==> config.mk <==
export PLATFORM = sky130hd
export DESIGN_NAME = mem_port_arbiter
export DESIGN_NICKNAME = d
export VERILOG_FILES = /design/src/rtl/riscv_defs.sv /design/src/rtl/arb_starve_cnt.sv /design/src/rtl/mem_port_arbiter.sv
export SDC_FILE = /design/constraint.sdc
export NUM_CORES = 1
export LEC_CHECK = 0
export ABC_AREA = 0
export CAP_MARGIN = 10
export CORE_AREA = 2 2 108 110
export DETAILED_ROUTE_END_ITERATION = 10
export DIE_AREA = 0 0 110 112
export GPL_ROUTABILITY_DRIVEN = 0
export MAX_ROUTING_LAYER = met4
export SLEW_MARGIN = 10
export SYNTH_ARGS = -nofsm -noshare
export SYNTH_HDL_FRONTEND = slang
export SYNTH_SLANG_ARGS = --single-unit
==> constraint.sdc <==
create_clock -name clk -period 3.7 [get_ports clk]
set_input_delay 0.74 -clock clk [delete_from_list [all_inputs] [get_ports clk]]
set_output_delay 0.74 -clock clk [all_outputs]
set_load 0.02 [all_outputs]
==> src/rtl/riscv_defs.sv <==
// riscv_defs: shared types and defaults for the pipeline memory port.
// Used by the arbiter and its starvation tracker.
package riscv_defs;

    typedef enum logic [1:0] {
        ST_IDLE  = 2'd0,
        ST_RD_IF = 2'd1,
        ST_RD_DM = 2'd2
    } arb_state_t;

    localparam int MEM_LATENCY_DEF = 2;
    localparam int STARVE_MAX_DEF  = 4;
    localparam int LAT_W           = 3;
    localparam int STARVE_W        = 4;

endpackage

==> src/rtl/arb_starve_cnt.sv <==
// arb_starve_cnt: fetch/data priority decision for the shared port,
// with a saturating count of data grants taken while fetch waits.
module arb_starve_cnt
    import riscv_defs::*;
#(
    parameter int STARVE_MAX = STARVE_MAX_DEF
)(
    input  logic clk,
    input  logic reset_n,
    input  logic slot_open,
    input  logic if_req,
    input  logic if_flush,
    input  logic dm_req,
    output logic if_gnt,
    output logic dm_gnt
);

    localparam logic [STARVE_W-1:0] CNT_MAX = STARVE_W'(STARVE_MAX);

    logic [STARVE_W-1:0] starve_cnt;
    logic                if_ok;
    logic                starved;

    // data wins by default; a starved fetch takes the slot instead
    always_comb begin
        if_ok   = if_req & ~if_flush;
        starved = (starve_cnt == CNT_MAX);
        if_gnt  = slot_open & if_ok & (~dm_req | starved);
        dm_gnt  = slot_open & dm_req & ~if_gnt;
    end

    // count data grants that bypass a waiting fetch, saturating
    always_ff @(posedge clk or negedge reset_n) begin
        if (!reset_n) begin
            starve_cnt <= '0;
        end else if (if_gnt || !if_req) begin
            starve_cnt <= '0;
        end else if (dm_gnt && starve_cnt != CNT_MAX) begin
            starve_cnt <= starve_cnt + 1'b1;
        end
    end

endmodule

==> src/rtl/mem_port_arbiter.sv <==
// mem_port_arbiter: shares one fixed-latency memory between fetch and
// load/store, tracks the outstanding read and routes its response.
module mem_port_arbiter
    import riscv_defs::*;
#(
    parameter int MEM_LATENCY = MEM_LATENCY_DEF,
    parameter int STARVE_MAX  = STARVE_MAX_DEF
)(
    input  logic        clk,
    input  logic        reset_n,
    input  logic        if_req,
    input  logic [31:0] if_addr,
    output logic        if_gnt,
    output logic        if_rvalid,
    output logic [31:0] if_rdata,
    input  logic        if_flush,
    input  logic        dm_req,
    input  logic        dm_wen,
    input  logic [31:0] dm_addr,
    input  logic [31:0] dm_wdata,
    input  logic [3:0]  dm_be,
    output logic        dm_gnt,
    output logic        dm_rvalid,
    output logic [31:0] dm_rdata,
    output logic        mem_en,
    output logic        mem_wen,
    output logic [31:0] mem_addr,
    output logic [31:0] mem_wdata,
    output logic [3:0]  mem_be,
    input  logic [31:0] mem_rdata
);

    localparam logic [LAT_W-1:0] LAT_LOAD = LAT_W'(MEM_LATENCY - 1);

    arb_state_t       state, state_nx;
    logic [LAT_W-1:0] lat_cnt, lat_nx;
    logic             kill, kill_nx;
    logic             final_rd;
    logic             slot_open;

    assign final_rd  = (state != ST_IDLE) && (lat_cnt == '0);
    assign slot_open = reset_n & ((state == ST_IDLE) | final_rd);

    arb_starve_cnt #(
        .STARVE_MAX (STARVE_MAX)
    ) u_arb (
        .clk       (clk),
        .reset_n   (reset_n),
        .slot_open (slot_open),
        .if_req    (if_req),
        .if_flush  (if_flush),
        .dm_req    (dm_req),
        .if_gnt    (if_gnt),
        .dm_gnt    (dm_gnt)
    );

    // state, latency countdown and fetch kill flag
    always_ff @(posedge clk or negedge reset_n) begin
        if (!reset_n) begin
            state   <= ST_IDLE;
            lat_cnt <= '0;
            kill    <= 1'b0;
        end else begin
            state   <= state_nx;
            lat_cnt <= lat_nx;
            kill    <= kill_nx;
        end
    end

    // count down a busy read; when the slot opens, take the next grant
    always_comb begin
        state_nx = state;
        lat_nx   = lat_cnt;
        kill_nx  = kill;
        if (state != ST_IDLE && !final_rd) begin
            lat_nx = lat_cnt - 1'b1;
            if (state == ST_RD_IF && if_flush) kill_nx = 1'b1;
        end else begin
            state_nx = ST_IDLE;
            lat_nx   = '0;
            kill_nx  = 1'b0;
            unique case (1'b1)
                if_gnt: begin
                    state_nx = ST_RD_IF;
                    lat_nx   = LAT_LOAD;
                end
                dm_gnt && !dm_wen: begin
                    state_nx = ST_RD_DM;
                    lat_nx   = LAT_LOAD;
                end
                default: ;
            endcase
        end
    end

    // drive the granted request to memory and route the response
    always_comb begin
        mem_en    = 1'b0;
        mem_wen   = 1'b0;
        mem_addr  = '0;
        mem_wdata = '0;
        mem_be    = '0;
        unique case (1'b1)
            if_gnt: begin
                mem_en   = 1'b1;
                mem_addr = if_addr;
            end
            dm_gnt: begin
                mem_en    = 1'b1;
                mem_wen   = dm_wen;
                mem_addr  = dm_addr;
                mem_wdata = dm_wdata;
                mem_be    = dm_be;
            end
            default: ;
        endcase
        if_rvalid = final_rd & (state == ST_RD_IF) & ~kill & ~if_flush;
        dm_rvalid = final_rd & (state == ST_RD_DM);
        if_rdata  = if_rvalid ? mem_rdata : '0;
        dm_rdata  = dm_rvalid ? mem_rdata : '0;
    end

endmodule
Word-level counts from Yosys, hierarchy flattened:

Cells that the tools add are included.

* register bits after elaboration: 10
* word-level logic and storage cells: 56

* add/sub/neg operators: 2
* equal/unequal tests: 5
* mux-type cells: 14
* bitwise logic cells: 16
* reductions and logical operators: 15

Operator list (number)
* $mux 32: 3
* $pmux 32 s2: 1
* $mux 4: 3
* $and 1x1->1: 10
* $logic_and 1x1->1: 5
* $mux 1: 5
* $add 4x1->4 const B: 1
* $eq 4x3->1 const B: 1
* $ne 4x3->1 const B: 1
* $not 1->1: 4
* $pmux 2 s2: 1
* $reduce_bool 2->1: 2
* $reduce_or 2->1: 2
* $logic_not 1->1: 3
* $logic_not 3->1: 1
* $mux 3: 1
* $sub 3x1->3 const B: 1
* $eq 2x1->1 const B: 1
* $eq 2x2->1 const B: 1
* $logic_not 2->1: 1
* $ne 2x1->1 const B: 1
* $or 1x1->1: 2
* $logic_or 1x1->1: 1

Depth between registers and ports, before layout:

Gate-level depths: netlist of run 1.

* depth after elaboration: 12
* depth in mapped cells: 9
* depth with buffers taken out: 6

Hierarchy:

A second synthesis of run 1 with hierarchy kept.

* cell total of the unflattened synthesis: 211
* area, all modules: 1637.8 um^2

By module, submodules not included
* mem_port_arbiter: times used 1, cells an instance 181, area an instance 1345.0 um^2
* arb_starve_cnt: times used 1, cells an instance 30, area an instance 292.8 um^2

Worst setup path after synthesis of run 1:

Ideal clock, no wire load.

* path kind: input port to output port
* from: input port if_req
* to: output port mem_wen
* arrival: 2.101 ns
* data required time: 2.960 ns
* path slack: 0.859 ns
* stages on the path: 6
* buffers on the path: 3
* cell sequence: buf_2 and2b_1 o21a_1 buf_2 buf_2 nor4_1

* cells in the longest elaborated chain, start to end: 6

RTL lines
* start: declaration: RTL line mem_port_arbiter.sv:11 `input logic if_req,`
* $and 1x1->1: RTL line arb_starve_cnt.sv:26 `if_ok = if_req & ~if_flush;`
* $and 1x1->1 (2 in a row): RTL line arb_starve_cnt.sv:28 `if_gnt = slot_open & if_ok & (~dm_req | starved);`
* $not 1->1: RTL line arb_starve_cnt.sv:29 `dm_gnt = slot_open & dm_req & ~if_gnt;`
* $and 1x1->1: RTL line arb_starve_cnt.sv:29
* $mux 1: RTL line mem_port_arbiter.sv:103 `unique case (1'b1)`
* end: declaration: RTL line mem_port_arbiter.sv:26 `output logic mem_wen,`

Every way passes these cells.

Final worst setup path of run 1:

* from: input port if_req
* to: output port mem_addr[17]

* cells in the longest elaborated chain, start to end: 6

RTL lines
* $and 1x1->1 *: RTL line arb_starve_cnt.sv:26
* $and 1x1->1 * (2 in a row): RTL line arb_starve_cnt.sv:28
* $not 1->1: RTL line arb_starve_cnt.sv:29
* $and 1x1->1: RTL line arb_starve_cnt.sv:29
* $pmux 32 s2 *: RTL line mem_port_arbiter.sv:103
* end: declaration: RTL line mem_port_arbiter.sv:27 `output logic [31:0] mem_addr,`

Mark *: on every way between the ends. The rest lies on a longest branch, timed or not.

==> results of run 1 <==
[state kept, by name, indices dropped and copies added, names as in the netlist]
register	flops
kill	1
u_arb.starve_cnt	4
state	2
lat_cnt	3
[worst max-delay path: cells and delay by family]
| family | cells | cell delay [ns] |
|---|---|---|
| buffers and inverters | 3 | 1.36 |
| AND/OR/NAND/NOR | 2 | 0.27 |
| AO/OA/AOI/OAI | 2 | 0.43 |
[cell usage in the layout, fill, tap and decap left out, drive strengths merged]
master           n
nor2             9
and3             1
inv              7
and3b            1
clkdlybuf4s50  275
nand3           34
o21a             1
nand2           40
a32o             1
dfrtp           10
a21oi           34
and2           101
nand2b           2
mux2             1
ha               4
o21ai            4
o211ai           1
and2b            1
nor4             1
a31oi            2
o22ai            5
buf             11
nor2b            1
xnor2            1
nor3             3
clkbuf           3
[logic make-up (layout without fill, tap and decap cells)]
kind of cell             Yosys count  after routing  synth area share
XOR/XNOR                           1              1           0.00489
AND/OR/NAND/NOR                  194            194             0.588
AO/OA/AOI/OAI                     48             48             0.147
adder cells (fa/ha/maj)            4              4            0.0279
flip-flops                        10             10             0.140
buffers and inverters             33            296            0.0872
multiplexers                       1              1           0.00628
[routing by layer]
| metal | up-vias | GRT usage | share of wire |
|---|---|---|---|
| li1 | 1477 | - | - |
| met1 | 1337 | 0.186 | 0.40 |
| met2 | 185 | 0.282 | 0.49 |
| met3 | 10 | 0.0316 | 0.10 |
| met4 | 0 | 0.0397 | 0.015 |
| met5 | - | - | 0 |
[worst min path at each step]
| stage | start | to | slack [ns] | cells past startpoint |
|---|---|---|---|---|
| after CTS | lat_cnt[0] | lat_cnt[0] | 0.49 | 1 |
| final | kill | kill | 0.50 | 2 |
| after global placement | lat_cnt[0] | lat_cnt[0] | 0.46 | 1 |
| after floorplan | reset_n | kill | 0.44 | 0 |
| after detailed placement | lat_cnt[0] | lat_cnt[0] | 0.48 | 1 |
| after global routing | lat_cnt[0] | lat_cnt[0] | 0.50 | 1 |
[Yosys cell counts (all sizes together)]
cell,number
and2,101
nand2,40
a21oi,34
nand3,34
buf,16
clkbuf,10
dfrtp,10
nor2,9
inv,7
o22ai,5
ha,4
o21ai,4
nor3,3
a31oi,2
nand2b,2
a32o,1
and2b,1
and3,1
and3b,1
mux2,1
nor2b,1
nor4,1
o211ai,1
o21a,1
xnor2,1
[per-stage QoR]
stage | instance area (sq um) | power [mW] | setup slack (ns) | utilization
finish | 4820 | 0.838 | 0.164 | 0.431
global route | 4820 | 0.881 | 0.0453 | 0.431
CTS | 4820 | 0.843 | 0.153 | 0.431
detailed placement | 4740 | 0.651 | 0.175 | 0.424
global placement | 4740 | 0.648 | 0.210 | 0.424
floorplan | 1790 | 0.333 | 0.859 | -
[power by group]
group	total, mW	switching, mW	internal (mW)
Combinational	0.526	0.231	0.296
Clock	0.191	0.0507	0.140
Sequential	0.121	0.00518	0.116
Total	0.838	0.287	0.551
[area by class of cell]
class                           instances  area share
Inverter                                7     0.00545
Clock buffer                            3      0.0156
Tap cell                              143      0.0371
Multi-Input combinational cell        248       0.291
Timing Repair Buffer                  286       0.599
Sequential cell                        10      0.0519
==> results.sh, run 1 <==
export IMPL_initial_core_util=0.160
export IMPL_clk_insertion_delay_late_ns=0.24
export IMPL_critical_path_reg2reg_startpoint="lat_cnt[0]"
export IMPL_critPathMaxFanout=33
export IMPL_antenna_violating_nets_left=0
export IMPL_chipWidth_um=110
export IMPL_vias=3009
export IMPL_mappedNetlistArea_sq_um=1790
export IMPL_timing_critical_path_required_ns=2.96
export IMPL_dp_cells=694
export IMPL_routed_wire_length_per_instance_um=15.0
export IMPL_syn_nets=433
export IMPL_synth_cell_type_count=32
export IMPL_root_buffer_cell="clkbuf_16"
export IMPL_kind_of_critical_path="in2out"
export IMPL_outcome="completed"
export IMPL_ff_latch_area_sq_um=250
export IMPL_grt_overflow_total=0
export IMPL_worst_setup_hold_path_clk_slew_ns=0.04
export IMPL_final_max_slew_viol_count=0
export IMPL_total_length_of_routed_wires_mm=10.5
export IMPL_worst_slew_pin_transition_ns=0.502
export IMPL_synthTopCellsByArea="and2_1, dfrtp_1, a21oi_1, nand3_1, nand2_1"
export IMPL_filler_cell_count=1161
export IMPL_synth_yosys_warnings=0
export IMPL_ctsHoldBuffers=0
export IMPL_timing_critical_path_slowest_stage_cell="clkdlybuf4s50_1"
export IMPL_report_final_hold_viol_count=0
export IMPL_max_freq_ghz=0.283
export IMPL_htree_levels=1
export IMPL_layout_drive_gt1_share=0.0361
export IMPL_synth_top_area_frac=0.352
export IMPL_detail_route_drc_violations=0
export IMPL_min_path_type="reg2reg"
export IMPL_timing_critical_path_mode_cell="clkdlybuf4s50_1"
export IMPL_port_buffers=275
export IMPL_fin_nets=698
export IMPL_critical_path_startpoint_category="input pin"
export IMPL_cts_buffers_inserted=3
export IMPL_timing_final_crit_share=0.956
export IMPL_timing_clock_skew_ns=0.000728
export IMPL_tritoncts="yes"
export IMPL_max_clock_path_buffers=2
export IMPL_crit_arrival_ns=2.80
export IMPL_core_area_sq_um=11200
export IMPL_peak_supply_drop_v=0.000128
export IMPL_avgViaCountPerCell=4.32
export IMPL_synth_seq_cells=10
export IMPL_power_density_nw_per_um2=174
export IMPL_regToRegEndpoint="u_arb.starve_cnt[2]"
export IMPL_dpl_hpwl_mm=8.69
export IMPL_grt_start_max_net_pins=39
export IMPL_first_global_vias=2893
export IMPL_first_element_of_the_critical_path="if_req"
export IMPL_post_route_min_period_ns=3.54
export IMPL_r2r_slack_ns=1.84
export IMPL_chipHeight_um=112
export IMPL_sequential_share_of_the_synthesized_area=0.140
export IMPL_worst_path_largest_cell_delay_ns=0.64
export IMPL_post_cts_resize_count=0
export IMPL_setup_total_negative_slack_ns=0
export IMPL_avgSynthCellArea_sq_um=6.16
export IMPL_detailedRoute_firstPassIterationCount=4
export IMPL_num_antenna_cells=0
export IMPL_number_of_top_level_pins=276
export IMPL_syn_to_final_growth_pct=169
export IMPL_endpoint_kind="output pin"
export IMPL_floorplan_die_area_sq_um=12300
export IMPL_tritoncts_sinks=10
export IMPL_drtIter0Drc=151
export IMPL_track_usage=0.161
export IMPL_maxSlewHeadroom=0.663
export IMPL_placementRows=39
export IMPL_finalHoldWorstSlack_ns=0.499
export IMPL_rsz_0062_raised_after_global_routing="no"
export IMPL_fin_cells=697
export IMPL_crit_path_end="mem_addr[17]"
export IMPL_timing_critical_path_cells="clkdlybuf4s50_1 > and2b_1 > o21a_1 > buf_12 > nand2_1 > a21oi_1 > clkdlybuf4s50_1"
export IMPL_multiInputGateArea_sq_um=1400
export IMPL_initial_antenna_violation_count=0
export IMPL_post_synth_top_area_cell="and2_1"
export IMPL_max_cap_viol_count=0
export IMPL_power_static_leakage_nw=1.82
export IMPL_global_route_wire_length_before_repair_mm=15.0
export IMPL_synthCells=291
export IMPL_setup_viol_count_final=0
export IMPL_cts_setup_buffers=0
export IMPL_r2r_cells=7
Power figures use the tool's default switching activity.
==> inputs of run 2 (changes only) <==
==> constraint.sdc (replaced) <==
create_clock -name clk -period 3.7 [get_ports clk]
set_input_delay 0.74 -clock clk [delete_from_list [all_inputs] [get_ports clk]]
set_output_delay 0.74 -clock clk [all_outputs]
set_load 0.1 [all_outputs]
==> run 2 against run 1 <==
Compared with the run above:
- sequential share of layout area fell by 0.94 points
- count of clock-buffer cells in the layout did not move
- first-iteration DRC count fell by 9.3%
- design area rose by 22%
- sequential power barely moved
- maximum frequency rose by 6.7%
- hold slack got worse by 0.034 ns
- die area did not move
- wire length rose by 5.1%
- critical path depth did not move
- largest cell class unchanged
- largest power group unchanged
==> results.sh, run 2 (synthesis gave the netlist of run 1 again) <==
export IMPL_timing_critical_path_cells="clkdlybuf4s50_1 > and2b_1 > o21a_1 > nor3_4 > buf_4 > and2_1 > buf_12"
export IMPL_critical_path_depth=7
export IMPL_tritoncts="yes"
export IMPL_max_cap_viol_count=0
export IMPL_avgViaCountPerCell=4.33
export IMPL_outcome="completed"
export IMPL_critical_path_startpoint_category="input pin"
export IMPL_placementRows=39
export IMPL_fin_nets=698
export IMPL_grt_start_max_net_pins=39
export IMPL_min_path_type="reg2reg"
export IMPL_peak_supply_drop_v=0.000144
export IMPL_p_int_mw=0.644
export IMPL_root_buffer_cell="clkbuf_16"
export IMPL_setup_viol_count_final=0
export IMPL_chipHeight_um=112
export IMPL_layout_drive_gt1_share=0.339
export IMPL_worst_slew_pin_transition_ns=0.871
export IMPL_power_combinational_fraction=0.773
export IMPL_rsz_0062_raised_after_global_routing="no"
export IMPL_crit_family="buffers and inverters"
export IMPL_most_used_routing_layer_in_global_routing="met2"
export IMPL_num_antenna_cells=0
export IMPL_final_common_cell="clkdlybuf4s50_1"
export IMPL_first_global_vias=2938
export IMPL_finalHoldWorstSlack_ns=0.465
export IMPL_timing_clock_skew_ns=0.000641
export IMPL_final_max_slew_viol_count=0
export IMPL_detail_route_drc_violations=0
export IMPL_largest_register_ffs=4
export IMPL_global_route_wire_length_before_repair_mm=15.8
export IMPL_dpl_hpwl_mm=9.43
export IMPL_post_cts_resize_count=0
export IMPL_tritoncts_sinks=10
export IMPL_worst_setup_hold_path_clk_slew_ns=0.04
export IMPL_maxSlewHeadroom=0.417
export IMPL_initial_antenna_violation_count=0
export IMPL_r2r_cells=7
export IMPL_power_share_clock=0.139
export IMPL_timing_critical_path_slowest_stage_cell="clkdlybuf4s50_1"
export IMPL_grt_overflow_total=0
export IMPL_most_common_layout_cells="clkdlybuf4s50_1, buf_12, and2_1"
export IMPL_power_density_nw_per_um2=234
export IMPL_antenna_violating_nets_left=0
export IMPL_setup_total_negative_slack_ns=0
export IMPL_clk_insertion_delay_late_ns=0.24
export IMPL_syn_to_final_growth_pct=228
export IMPL_core_area_sq_um=11200
export IMPL_power_static_leakage_nw=2.39
export IMPL_p_switching_mw=0.733
export IMPL_htree_levels=1
export IMPL_floorplan_die_area_sq_um=12300
export IMPL_routed_wire_length_per_instance_um=15.8
export IMPL_number_of_top_level_pins=276
export IMPL_fraction_of_power_spent_switching_nets=0.532
export IMPL_initial_core_util=0.160
export IMPL_timing_critical_path_required_ns=2.96
export IMPL_critPathMaxFanout=38
export IMPL_filler_cell_count=995
export IMPL_vias=3021
export IMPL_track_usage=0.170
export IMPL_endpoint_kind="output pin"
export IMPL_total_length_of_routed_wires_mm=11.0
export IMPL_port_buffers=275
export IMPL_kind_of_critical_path="in2out"
export IMPL_worstHoldPathCells=1
export IMPL_drtIter0Drc=137
export IMPL_layout_top_registers="u_arb.starve_cnt: 4 flops, lat_cnt: 3 flops, state: 2 flops"
export IMPL_registers_top_by_ff_count="u_arb.starve_cnt"
export IMPL_cts_setup_buffers=0
export IMPL_report_final_hold_viol_count=0
export IMPL_max_freq_ghz=0.302
export IMPL_timing_final_crit_share=0.895
export IMPL_grt_use_met1=0.160
export IMPL_detailedRoute_firstPassIterationCount=4
export IMPL_worst_path_buf_inv=3
export IMPL_seqPwrFrac=0.088
export IMPL_cts_buffers_inserted=3
export IMPL_chipWidth_um=110
export IMPL_grt_util_met3=0.0357
export IMPL_post_route_min_period_ns=3.31
export IMPL_ctsHoldBuffers=0
export IMPL_worst_path_largest_cell_delay_ns=0.55
export IMPL_max_clock_path_buffers=2
export IMPL_crit_arrival_ns=2.57
export IMPL_use_met2=0.340
## run 2: metal layers
metal	up-vias	wire length, um
met4	0	172
met3	10	1070
met1	1383	3640
met5	-	0
met2	157	6100
li1	1471	-
## run 2: stage by stage
stage               instance area (sq um)  cells  utilization  total power [mW]  worst slack [ns]
floorplan                            1920    291            -             0.757            0.0888
global placement                     5800    694        0.519              1.18             0.372
detailed placement                   5800    694        0.519              1.19             0.371
CTS                                  5880    697        0.526              1.38             0.368
global route                         5880    697        0.526              1.42             0.263
finish                               5880    697        0.526              1.38             0.387
## run 2: area by class of cell
cell class / instances / area, sq um / share of cell area
repair buffers: 286 / 3820 / 0.649
inverters: 7 / 26.3 / 0.00447
flip-flops and latches: 10 / 250 / 0.0426
clock buffers: 3 / 75.1 / 0.0128
multi-input cells: 248 / 1530 / 0.261
well taps: 143 / 179 / 0.0304
## run 2: final timing paths
| path | startpoint | endpoint | slack, ns |
|---|---|---|---|
| setup reg to reg | lat_cnt[0] | u_arb.starve_cnt[2] | 1.35 |
| hold / removal | lat_cnt[0] | lat_cnt[0] | 0.46 |
| setup / recovery | if_flush | mem_wdata[11] | 0.39 |
| max in group asynchronous | reset_n | u_arb.starve_cnt[3] | 2.64 |
| hold reg to reg | lat_cnt[0] | lat_cnt[0] | 0.46 |
| min in group asynchronous | reset_n | kill | 0.91 |
## run 2: worst register-to-register path: cells and delay by family (launching register included)
| family | cells | cell delay (ns) |
|---|---|---|
| AO/OA/AOI/OAI | 3 | 1.06 |
| adder cells (fa/ha/maj) | 1 | 0.20 |
| buffers and inverters | 2 | 0.50 |
| flip-flops | 1 | 0.33 |
| AND/OR/NAND/NOR | 1 | 0.18 |
## run 2: power by group through the flow
| stage | logic [mW] | clock network, mW | registers, mW |
|---|---|---|---|
| after global placement | 1.06 | 0 | 0.122 |
| after global routing | 1.10 | 0.195 | 0.122 |
| final | 1.06 | 0.192 | 0.121 |
| after floorplan | 0.636 | 0 | 0.121 |
| after CTS | 1.07 | 0.191 | 0.121 |
| after detailed placement | 1.07 | 0 | 0.123 |
==> inputs of run 3 (changes only) <==
- CTS_CLUSTER_DIAMETER: not set -> 40
==> results of run 3 <==
Final layout, timing and power as in run 2 (identical DEF).
